===== config.mk =====
export PLATFORM = sky130hd
export DESIGN_NAME = uart_tx
export DESIGN_NICKNAME = d
export VERILOG_FILES = /design/src/rtl/uart_pkg.sv /design/src/rtl/uart_baud_gen.sv /design/src/rtl/uart_tx.sv
export SDC_FILE = /design/constraint.sdc
export NUM_CORES = 1
export LEC_CHECK = 0
export ABC_AREA = 1
export BUFFER_PORTS_ARGS = -buffer_cell sky130_fd_sc_hd__buf_2
export CAP_MARGIN = 20
export CORE_ASPECT_RATIO = 1.4
export CORE_UTILIZATION = 40
export CTS_CLUSTER_SIZE = 30
export DETAILED_ROUTE_END_ITERATION = 16
export PLACE_DENSITY = 0.64
export SKIP_CTS_REPAIR_TIMING = 1
export SLEW_MARGIN = 20
export SYNTH_ARGS = -nofsm -noshare
export SYNTH_HDL_FRONTEND = slang
export SYNTH_SLANG_ARGS = --single-unit
export TNS_END_PERCENT = 5

===== constraint.sdc =====
create_clock -name clk -period 1.86 [get_ports clk]
set_input_delay 0.372 -clock clk [delete_from_list [all_inputs] [get_ports clk]]
set_output_delay 0.372 -clock clk [all_outputs]
set_load 0.02 [all_outputs]

===== src/rtl/uart_pkg.sv =====
// Definitions shared by the UART transmit and receive paths: state encoding,
// default framing parameters and the idle line level.
package uart_pkg;

  typedef enum logic [1:0] {
    StIdle  = 2'd0,
    StStart = 2'd1,
    StData  = 2'd2,
    StStop  = 2'd3
  } uart_state_e;

  localparam int unsigned DefaultClksPerBit = 4;
  localparam int unsigned DefaultDataBits   = 8;
  localparam logic        LineIdle          = 1'b1;

endpackage


===== src/rtl/uart_baud_gen.sv =====
// Baud counter: counts 0..CLKS_PER_BIT-1 and flags the last cycle of each bit.
module uart_baud_gen #(
  parameter int unsigned CLKS_PER_BIT = 4
) (
  input  logic clk,
  input  logic reset,
  input  logic clear,
  output logic bit_end
);

  localparam int unsigned CntW = (CLKS_PER_BIT > 1) ? $clog2(CLKS_PER_BIT) : 1;

  logic [CntW-1:0] cnt_q;

  assign bit_end = (cnt_q == CntW'(CLKS_PER_BIT - 1));

  always_ff @(posedge clk) begin
    if (reset || clear) begin
      cnt_q <= '0;
    end else if (bit_end) begin
      cnt_q <= '0;
    end else begin
      cnt_q <= cnt_q + CntW'(1);
    end
  end

endmodule


===== src/rtl/uart_tx.sv =====
// UART transmitter: serialises a captured word as start bit, DATA_BITS data
// bits LSB first and one stop bit, then pulses done_tx for one cycle.
module uart_tx
  import uart_pkg::*;
#(
  parameter int unsigned CLKS_PER_BIT = DefaultClksPerBit,
  parameter int unsigned DATA_BITS    = DefaultDataBits
) (
  input  logic                 clk,
  input  logic                 reset,
  input  logic                 start,
  input  logic [DATA_BITS-1:0] data_in,
  output logic                 serial_out,
  output logic                 busy,
  output logic                 done_tx
);

  localparam int unsigned IdxW = $clog2(DATA_BITS + 1);

  uart_state_e          state_q;
  logic [DATA_BITS-1:0] shreg_q;
  logic [IdxW-1:0]      bit_idx_q;
  logic                 serial_out_q;
  logic                 busy_q;
  logic                 done_q;
  logic                 bit_end;
  logic                 baud_clear;

  // Later state entries coincide with the counter wrapping, so holding it
  // clear in idle is enough to start every bit period from zero.
  assign baud_clear = (state_q == StIdle);

  uart_baud_gen #(
    .CLKS_PER_BIT(CLKS_PER_BIT)
  ) u_baud_gen (
    .clk    (clk),
    .reset  (reset),
    .clear  (baud_clear),
    .bit_end(bit_end)
  );

  always_ff @(posedge clk) begin
    if (reset) begin
      state_q      <= StIdle;
      shreg_q      <= '0;
      bit_idx_q    <= '0;
      serial_out_q <= LineIdle;
      busy_q       <= 1'b0;
      done_q       <= 1'b0;
    end else begin
      done_q <= 1'b0;
      case (state_q)
        StIdle: begin
          serial_out_q <= LineIdle;
          busy_q       <= 1'b0;
          bit_idx_q    <= '0;
          if (start) begin
            shreg_q      <= data_in;
            serial_out_q <= ~LineIdle;
            busy_q       <= 1'b1;
            state_q      <= StStart;
          end
        end
        StStart: begin
          if (bit_end) begin
            state_q      <= StData;
            bit_idx_q    <= '0;
            serial_out_q <= shreg_q[0];
          end
        end
        StData: begin
          if (bit_end) begin
            shreg_q   <= shreg_q >> 1;
            bit_idx_q <= bit_idx_q + IdxW'(1);
            if (bit_idx_q == IdxW'(DATA_BITS - 1)) begin
              state_q      <= StStop;
              serial_out_q <= LineIdle;
            end else begin
              // Drive the next bit directly so the line changes on the bit boundary.
              serial_out_q <= shreg_q[1];
            end
          end
        end
        StStop: begin
          if (bit_end) begin
            state_q      <= StIdle;
            serial_out_q <= LineIdle;
            busy_q       <= 1'b0;
            done_q       <= 1'b1;
          end
        end
        default: begin
          state_q      <= StIdle;
          serial_out_q <= LineIdle;
          busy_q       <= 1'b0;
        end
      endcase
    end
  end

  assign serial_out = serial_out_q;
  assign busy       = busy_q;
  assign done_tx    = done_q;

endmodule


==> results.cfg, run 1 <==
[global_route]
grt_usage = 0.182
grt_pass1_wl_um = 3620
grt_pass1_vias = 859
grt_max_degree = 13
antenna_found_initial = 0
globalRouteOverflowTotal = 0

[synthesis]
yosysUniqueCellTypes = 19
syn_area_sq_um = 998
seq_area_frac_synth = 0.381
syn_avg_cell_area_sq_um = 6.66
yosysWarnings = 0
syn_inst = 150
ys_ff_latch = 19
syn-num-nets = 167

[power]
netSwitchingFraction = 0.443
p_sw_w = 0.000684
power.internal_w = 0.000861
p_comb_frac = 0.471
share_seq_of_total_power = 0.389
ir_drop_v = 0.000650
power_leakage_nw = 0.589
total_power_w = 0.00155
power_density_nw_per_um2 = 1380
pwr-share-clk = 0.140

[clock_tree]
cts_max_level = 1
clk_latency_ns = 0.30
cts_buffers = 3
clock_path_buffers = 2
cts_tree = done
cts_root_buffer = clkbuf_4
clkTransAtPathRegs_ns = 0.11
clock_sink_count = 19

[sta]
finalMaxSlewViolations = 0
holdWs_ns = 0.304
hold_viol = 0
worst_slew_pin_slew_ns = 0.328
finalClockSkew_ns = 0.00346
tns_ns = 0
worst_slew_margin_rel = 0.781
rsz0062_at_grt = no
fin_crit_ns = 1.55
finalCritPeriodShare = 0.831
max_freq_mhz = 647
finalSetupViolCount = 0

[worst_setup_path]
cpMostUsedCell = nor2_1
startpoint_type = flip-flop
worstSetupPathType = reg -> reg
critical_path.max_stage_delay_ns = 0.39
cp_max_fo = 10
crit_path_top_delay_cell = dfxtp_1
cp_cell_sequence = inv_1 -> ha_1 -> nor2_1 -> inv_2 -> nand3_4 -> clkinv_2 -> nor2_1 -> nor2_1
arrival_ns = 1.75
endpoint_kind = flip-flop
required_ns = 2.07

[floorplanning]
pin_count = 14
core.rowCount = 21
coreArea_sq_um = 2360
dieArea_sq_um = 2700
die_w_um = 44.2
die_y_um = 61.1
start_util = 0.422

[layout]
drive_gt1_frac = 0.163
n_fill_cell = 267
antenna_cells = 0
final_common_cell = nand2_1
layout.cells.non_filler = 189
area_growth_pct = 11.8
fin_area_sq_um = 1120
num-nets-final = 184
final_cell_mix = nand2_1, nor2_1, dfxtp_1

[placement]
dpl_cell_area_sq_um = 1090
gp_congestion = 0.857
port-buffer-count = 13
place_hpwl_um = 1600
dp.cells = 185

[routing]
wire_per_inst_um = 10.8
ant_nets = 0
detail_route.drc_violations = 0
via_per_inst = 4.95
drt_wl_total_um = 2050
vias = 935
dr.first_iter.drc_count = 12
dr.pass1.iters = 6

[flow_run]
cap_violations = 0

[hold_path]
holdCritPathClass = in -> reg

[run_status]
status = finished clean
## state kept, by name, indices dropped and copies added (netlist names)
register	count
shreg_q	8
u_baud_gen.cnt_q	2
done_tx	1
bit_idx_q	4
serial_out	1
busy	1
state_q	2
## critical path, delay by kind of cell (launching register included)
family	cells	cell delay [ns]
simple gates	4	0.44
flops	1	0.39
fa+ha+maj	1	0.32
buf+inv	3	0.30
## metrics by stage
step / util / worst slack [ns]
3_3_place_gp: 0.460 / 0.375
5_1_grt: 0.472 / 0.121
3_5_place_dp: 0.460 / 0.342
2_1_floorplan: - / 0.549
4_1_cts: 0.472 / 0.318
6_report: 0.472 / 0.314
## final timing paths
| path | from | end | slack [ns] | cells after the start |
|---|---|---|---|---|
| worst max register to register | state_q[0] | shreg_q[3] | 0.31 | 8 |
| worst max-delay path | state_q[0] | shreg_q[3] | 0.31 | 8 |
| worst min register to register | u_baud_gen.cnt_q[0] | u_baud_gen.cnt_q[0] | 0.44 | 1 |
| worst min-delay path | reset | bit_idx_q[1] | 0.30 | 2 |
## cell usage after synthesis
library cell / instances / area (sq um)
a21oi_1: 5 / 25.0
buf_4: 1 / 7.51
clkbuf_1: 1 / 3.75
clkinv_2: 1 / 5.00
dfxtp_1: 19 / 380
ha_1: 6 / 75.1
inv_1: 15 / 56.3
inv_2: 2 / 7.51
nand2_1: 42 / 158
nand2_2: 2 / 12.5
nand3_1: 6 / 30.0
nand3_2: 2 / 20.0
nand3_4: 1 / 17.5
nand4_1: 1 / 6.26
nor2_1: 33 / 124
nor2_2: 1 / 6.26
o211ai_1: 1 / 7.51
o21ai_0: 10 / 50.1
or2_0: 1 / 6.26
## kinds of logic after synthesis
| kind of cell | share of synthesized area |
|---|---|
| and+or+nand+nor | 0.381 |
| buffers and inverters | 0.0802 |
| DFF | 0.381 |
| AOI/OAI and AO/OA | 0.0827 |
| adders and majority gates | 0.0752 |
## cell type report
cell class,instances,area [sq um],area share
Clock buffer,3,22.5,0.0202
Multi-Input combinational cell,111,538,0.482
Timing Repair Buffer,14,72.6,0.0650
Clock inverter,1,5.00,0.00448
Inverter,18,68.8,0.0617
Tap cell,23,28.8,0.0258
Sequential cell,19,380,0.341
## routing by layer
layer | vias up | wire [um] | GRT usage
met3 | 4 | 35 | 0.0352
met2 | 11 | 1070 | 0.328
met4 | 0 | 32 | 0.0779
met5 | - | 0 | 0
met1 | 425 | 907 | 0.206
li1 | 495 | - | -
## power groups by stage
stage	Combinational [W]	Clock, W	Sequential, W
floorplan	0.000548	0	0.000618
global placement	0.000717	0	0.000607
detailed placement	0.000730	0	0.000610
CTS	0.000734	0.000230	0.000600
global route	0.000853	0.000252	0.000619
finish	0.000728	0.000216	0.000601
Power figures use the tool's default switching activity.
==> inputs of run 2 (changes only) <==
--- a/config.mk
+++ b/config.mk
@@ -12,7 +12,7 @@
 export CORE_UTILIZATION = 40
 export CTS_CLUSTER_SIZE = 30
 export DETAILED_ROUTE_END_ITERATION = 16
-export PLACE_DENSITY = 0.64
+export PLACE_DENSITY = 0.66
 export SKIP_CTS_REPAIR_TIMING = 1
 export SLEW_MARGIN = 20
 export SYNTH_ARGS = -nofsm -noshare
==> constraint.sdc (replaced) <==
create_clock -name clk -period 1.35 [get_ports clk]
set_input_delay 0.27 -clock clk [delete_from_list [all_inputs] [get_ports clk]]
set_output_delay 0.27 -clock clk [all_outputs]
set_load 0.02 [all_outputs]
==> results.cfg, run 2 (synthesis gave the netlist of run 1 again) <==
[layout]
largest_register = shreg_q
final_cell_mix = nand2_1, nor2_1, dfxtp_1
drive_gt1_frac = 0.326
n_fill_cell = 239
regArea_sq_um = 387
antenna_cells = 0
reg_top3 = shreg_q: 8 flops, bit_idx_q: 4 flops
final_common_cell = nand2_1
utilization = 0.535
layout.cells.non_filler = 198
area_growth_pct = 26.7
largest_reg_flops = 8
fin_area_sq_um = 1260
multiInputGateArea_sq_um = 608
num-nets-final = 193

[global_route]
grt_pass1_vias = 866
grt_max_degree = 12
grt_usage = 0.178
grt_pass1_wl_um = 3540
antenna_found_initial = 0
globalRouteOverflowTotal = 0

[power]
netSwitchingFraction = 0.436
pwr-share-clk = 0.123
p_sw_w = 0.00106
p_comb_frac = 0.528
power.internal_w = 0.00137
power_leakage_nw = 0.629
share_seq_of_total_power = 0.349
power_density_nw_per_um2 = 1920
ir_drop_v = 0.000761

[routing]
route.met2.wl_um = 1160
detail_route.drc_violations = 0
via_per_inst = 4.90
dr.pass1.iters = 6
wl_met1_um = 869
highest_layer = met4
vias = 970
dr.first_iter.drc_count = 21
drt_wl_total_um = 2120
ant_nets = 0
route.met3.wl_um = 42
wire_per_inst_um = 10.7

[floorplanning]
coreArea_sq_um = 2360
die_y_um = 61.1
dieArea_sq_um = 2700
die_w_um = 44.2
pin_count = 14
start_util = 0.422
core.rowCount = 21

[clock_tree]
clk_latency_ns = 0.31
cts_root_buffer = clkbuf_4
cts_tree = done
cts_buffers = 3
clkTransAtPathRegs_ns = 0.12
clock_sink_count = 19
clock_path_buffers = 2
cts_max_level = 1

[worst_setup_path]
startpoint_type = flip-flop
arrival_ns = 1.53
cp_cell_sequence = buf_4 -> ha_2 -> nand2_4 -> nand2_2 -> nor2_4 -> inv_2 -> o21ai_1 -> nor2_1
critical_path.max_stage_delay_ns = 0.35
endpoint_kind = flip-flop
rrSetupSlack_ns = 0.04
worstSetupPathType = reg -> reg
cp_max_fo = 4
required_ns = 1.57
crit_path_top_delay_cell = dfxtp_2

[sta]
finalSetupViolCount = 0
finalMaxSlewViolations = 0
holdWs_ns = 0.189
worst_slew_pin_slew_ns = 0.183
hold_viol = 0
fin_crit_ns = 1.31
finalCritPeriodShare = 0.971
rsz0062_at_grt = yes
finalClockSkew_ns = 0.0116
max_freq_mhz = 763
tns_ns = 0
worst_slew_margin_rel = 0.878

[flow_run]
cap_violations = 0

[placement]
dpl_cell_area_sq_um = 1160
port-buffer-count = 13
place_hpwl_um = 1620
gp_congestion = 0.837
dp.cells = 194

[run_status]
status = finished clean

[hold_path]
holdCritPathClass = in -> reg
-- run 2: cell count changes in the layout (fill, tap and decap cells not counted), moves of 3 or more --
cell / change
buf_4: +9
dfxtp_1: -3
ha_1: -5
ha_2: +4
inv_1: -4
inv_2: +3
nand2_1: -4
nor2_1: -3
o21ai_0: -8
o21ai_1: +7
-- run 2: final cells by class --
cell class | instances | area share
clock buffers | 3 | 0.0178
clock inverters | 1 | 0.00396
well taps | 23 | 0.0227
multi-input cells | 111 | 0.481
inverters | 18 | 0.0584
repair buffers | 23 | 0.111
flip-flops and latches | 19 | 0.306
-- run 2: final timing paths --
check / start / to / depth (start not counted)
setup / recovery: state_q[0] / state_q[0] / 8
hold reg to reg: u_baud_gen.cnt_q[0] / u_baud_gen.cnt_q[0] / 1
hold / removal: reset / bit_idx_q[1] / 2
setup reg to reg: state_q[0] / state_q[0] / 8
-- run 2: power by group through the flow --
stage,sequential (W),clock [W],combinational [W]
global route,0.000869,0.000336,0.00146
finish,0.000849,0.000300,0.00128
floorplan,0.000852,0,0.000755
global placement,0.000834,0,0.00109
CTS,0.000830,0.000313,0.00113
detailed placement,0.000839,0,0.00112
-- run 2: routing by layer --
metal	global-route usage	vias to the layer above
met5	0	-
met4	0.104	0
met3	0.0176	5
met2	0.338	15
met1	0.185	432
li1	-	518
-- run 2: critical path, delay by kind of cell (launching register included) --
kind,cells,cell delay (ns)
flip-flops,1,0.35
AND/OR/NAND/NOR,4,0.34
adder cells (fa/ha/maj),1,0.20
buffers and inverters,2,0.19
AO/OA/AOI/OAI,1,0.13
-- run 2: through the flow --
step / total power (W) / setup slack, ns
6_report: 0.00243 / 0.0386
4_1_cts: 0.00227 / -0.156
2_1_floorplan: 0.00161 / 0.0393
5_1_grt: 0.00266 / -0.0381
3_3_place_gp: 0.00193 / -0.121
3_5_place_dp: 0.00196 / -0.112
==> inputs of run 3 (changes only) <==
--- a/config.mk
+++ b/config.mk
@@ -9,10 +9,10 @@
 export BUFFER_PORTS_ARGS = -buffer_cell sky130_fd_sc_hd__buf_2
 export CAP_MARGIN = 20
 export CORE_ASPECT_RATIO = 1.4
-export CORE_UTILIZATION = 40
+export CORE_UTILIZATION = 49
 export CTS_CLUSTER_SIZE = 30
 export DETAILED_ROUTE_END_ITERATION = 16
-export PLACE_DENSITY = 0.66
+export PLACE_DENSITY = 0.78
 export SKIP_CTS_REPAIR_TIMING = 1
 export SLEW_MARGIN = 20
 export SYNTH_ARGS = -nofsm -noshare
==> results.cfg, run 3 (synthesis gave the netlist of run 1 again) <==
[global_route]
globalRouteOverflowTotal = 0
top_usage_layer = met2
grt_pass1_vias = 932
use_met3 = 0.0241
grt_usage = 0.212
grt_pass1_wl_um = 3440
antenna_found_initial = 0
use_met2 = 0.394
grt_max_degree = 12
grt_use_met1 = 0.224

[hold_path]
worstHoldEndpoint = shreg_q[7]
min_from = reset
holdCritPathClass = in -> reg
whs_path_depth = 2

[worst_setup_path]
required_ns = 1.55
startpoint_type = flip-flop
cpMostUsedCell = nand2_1
rr_worst_depth = 8
rrSetupSlack_ns = 0.009
critical_path.max_stage_delay_ns = 0.34
cp_max_fo = 4
endpoint_kind = flip-flop
worstSetupPathType = reg -> reg
worstReg2RegStart = state_q[0]
r2r_end = serial_out
crit_path_top_delay_cell = dfxtp_2
cp_cell_sequence = buf_4 -> ha_2 -> nand2_4 -> nand2_1 -> nor2_2 -> inv_2 -> a21oi_2 -> nand2_1
arrival_ns = 1.54

[clock_tree]
clkTransAtPathRegs_ns = 0.11
cts_max_level = 1
cts_root_buffer = clkbuf_4
clock_path_buffers = 2
clk_latency_ns = 0.29
cts_buffers = 3
clock_sink_count = 19
cts_tree = done

[routing]
drt_wl_total_um = 2050
ant_nets = 0
wire_per_inst_um = 10.5
dr.pass1.iters = 4
vias = 985
dr.first_iter.drc_count = 13
detail_route.drc_violations = 0
via_per_inst = 5.05

[layout]
largest_register = shreg_q
antenna_cells = 0
regArea_sq_um = 387
reg_top3 = shreg_q: 8 flops, bit_idx_q: 4 flops
num-nets-final = 192
final_cell_mix = nand2_1, nor2_1, dfxtp_1
n_fill_cell = 183
area_growth_pct = 25.1
final_common_cell = nand2_1
drive_gt1_frac = 0.305
fin_area_sq_um = 1250
largest_reg_flops = 8
multiInputGateArea_sq_um = 607

[floorplanning]
dieArea_sq_um = 2220
core.rowCount = 19
die_w_um = 40.2
coreArea_sq_um = 1950
start_util = 0.512
die_y_um = 55.4
pin_count = 14

[sta]
fin_crit_ns = 1.34
finalSetupViolCount = 0
finalClockSkew_ns = 0.000825
finalMaxSlewViolations = 0
fin_ws_ns = 0.00904
rsz0062_at_grt = yes
worst_slew_pin_slew_ns = 0.184
holdWs_ns = 0.201
tns_ns = 0
worst_slew_margin_rel = 0.877
max_freq_mhz = 746
hold_viol = 0
finalCritPeriodShare = 0.993

[placement]
port-buffer-count = 13
place_hpwl_um = 1550
gp_congestion = 0.838
dpl_cell_area_sq_um = 1140
place_ws_ns = -0.126

[power]
power_density_nw_per_um2 = 1930
ir_drop_v = 0.00102
power_leakage_nw = 0.625

[flow_run]
cap_violations = 0

[run_status]
status = finished clean
run 3: critical path, delay by kind of cell, from the launching register on:
| family | cells | cell delay (ns) |
|---|---|---|
| simple gates | 4 | 0.38 |
| fa+ha+maj | 1 | 0.20 |
| compound gates | 1 | 0.11 |
| flops | 1 | 0.34 |
| buf+inv | 2 | 0.21 |
run 3: layout make-up:
cell class | count | share of cell area
Inverter | 18 | 0.0611
Clock buffer | 3 | 0.0180
Tap cell | 21 | 0.0210
Timing Repair Buffer | 21 | 0.100
Multi-Input combinational cell | 112 | 0.486
Sequential cell | 19 | 0.310
Clock inverter | 1 | 0.00401
run 3: stage by stage:
step	util	total power, W	std cells
after floorplan	-	0.00161	150
after global placement	0.584	0.00187	190
after detailed placement	0.584	0.00191	190
after CTS	0.598	0.00220	194
after global routing	0.641	0.00262	195
final	0.641	0.00241	195
run 3: per-layer routing:
metal / share of wire / wire, um
met3: 0.023 / 48
met1: 0.39 / 806
met2: 0.57 / 1180
met5: 0 / 0
met4: 0.0093 / 19
run 3: how the worst max path moves through the flow:
stage / endpoint / startpoint
after floorplan: bit_idx_q[2] / state_q[0]
after global placement: state_q[0] / state_q[0]
after detailed placement: state_q[0] / state_q[0]
after CTS: state_q[0] / state_q[0]
after global routing: serial_out / state_q[0]
final: serial_out / state_q[0]
run 3: where the power goes:
part	switching, W	internal [W]	leakage [nW]
Clock	0.000174	0.000110	0.0177
Sequential	0.000106	0.000738	0.158
Combinational	0.000777	0.000502	0.450
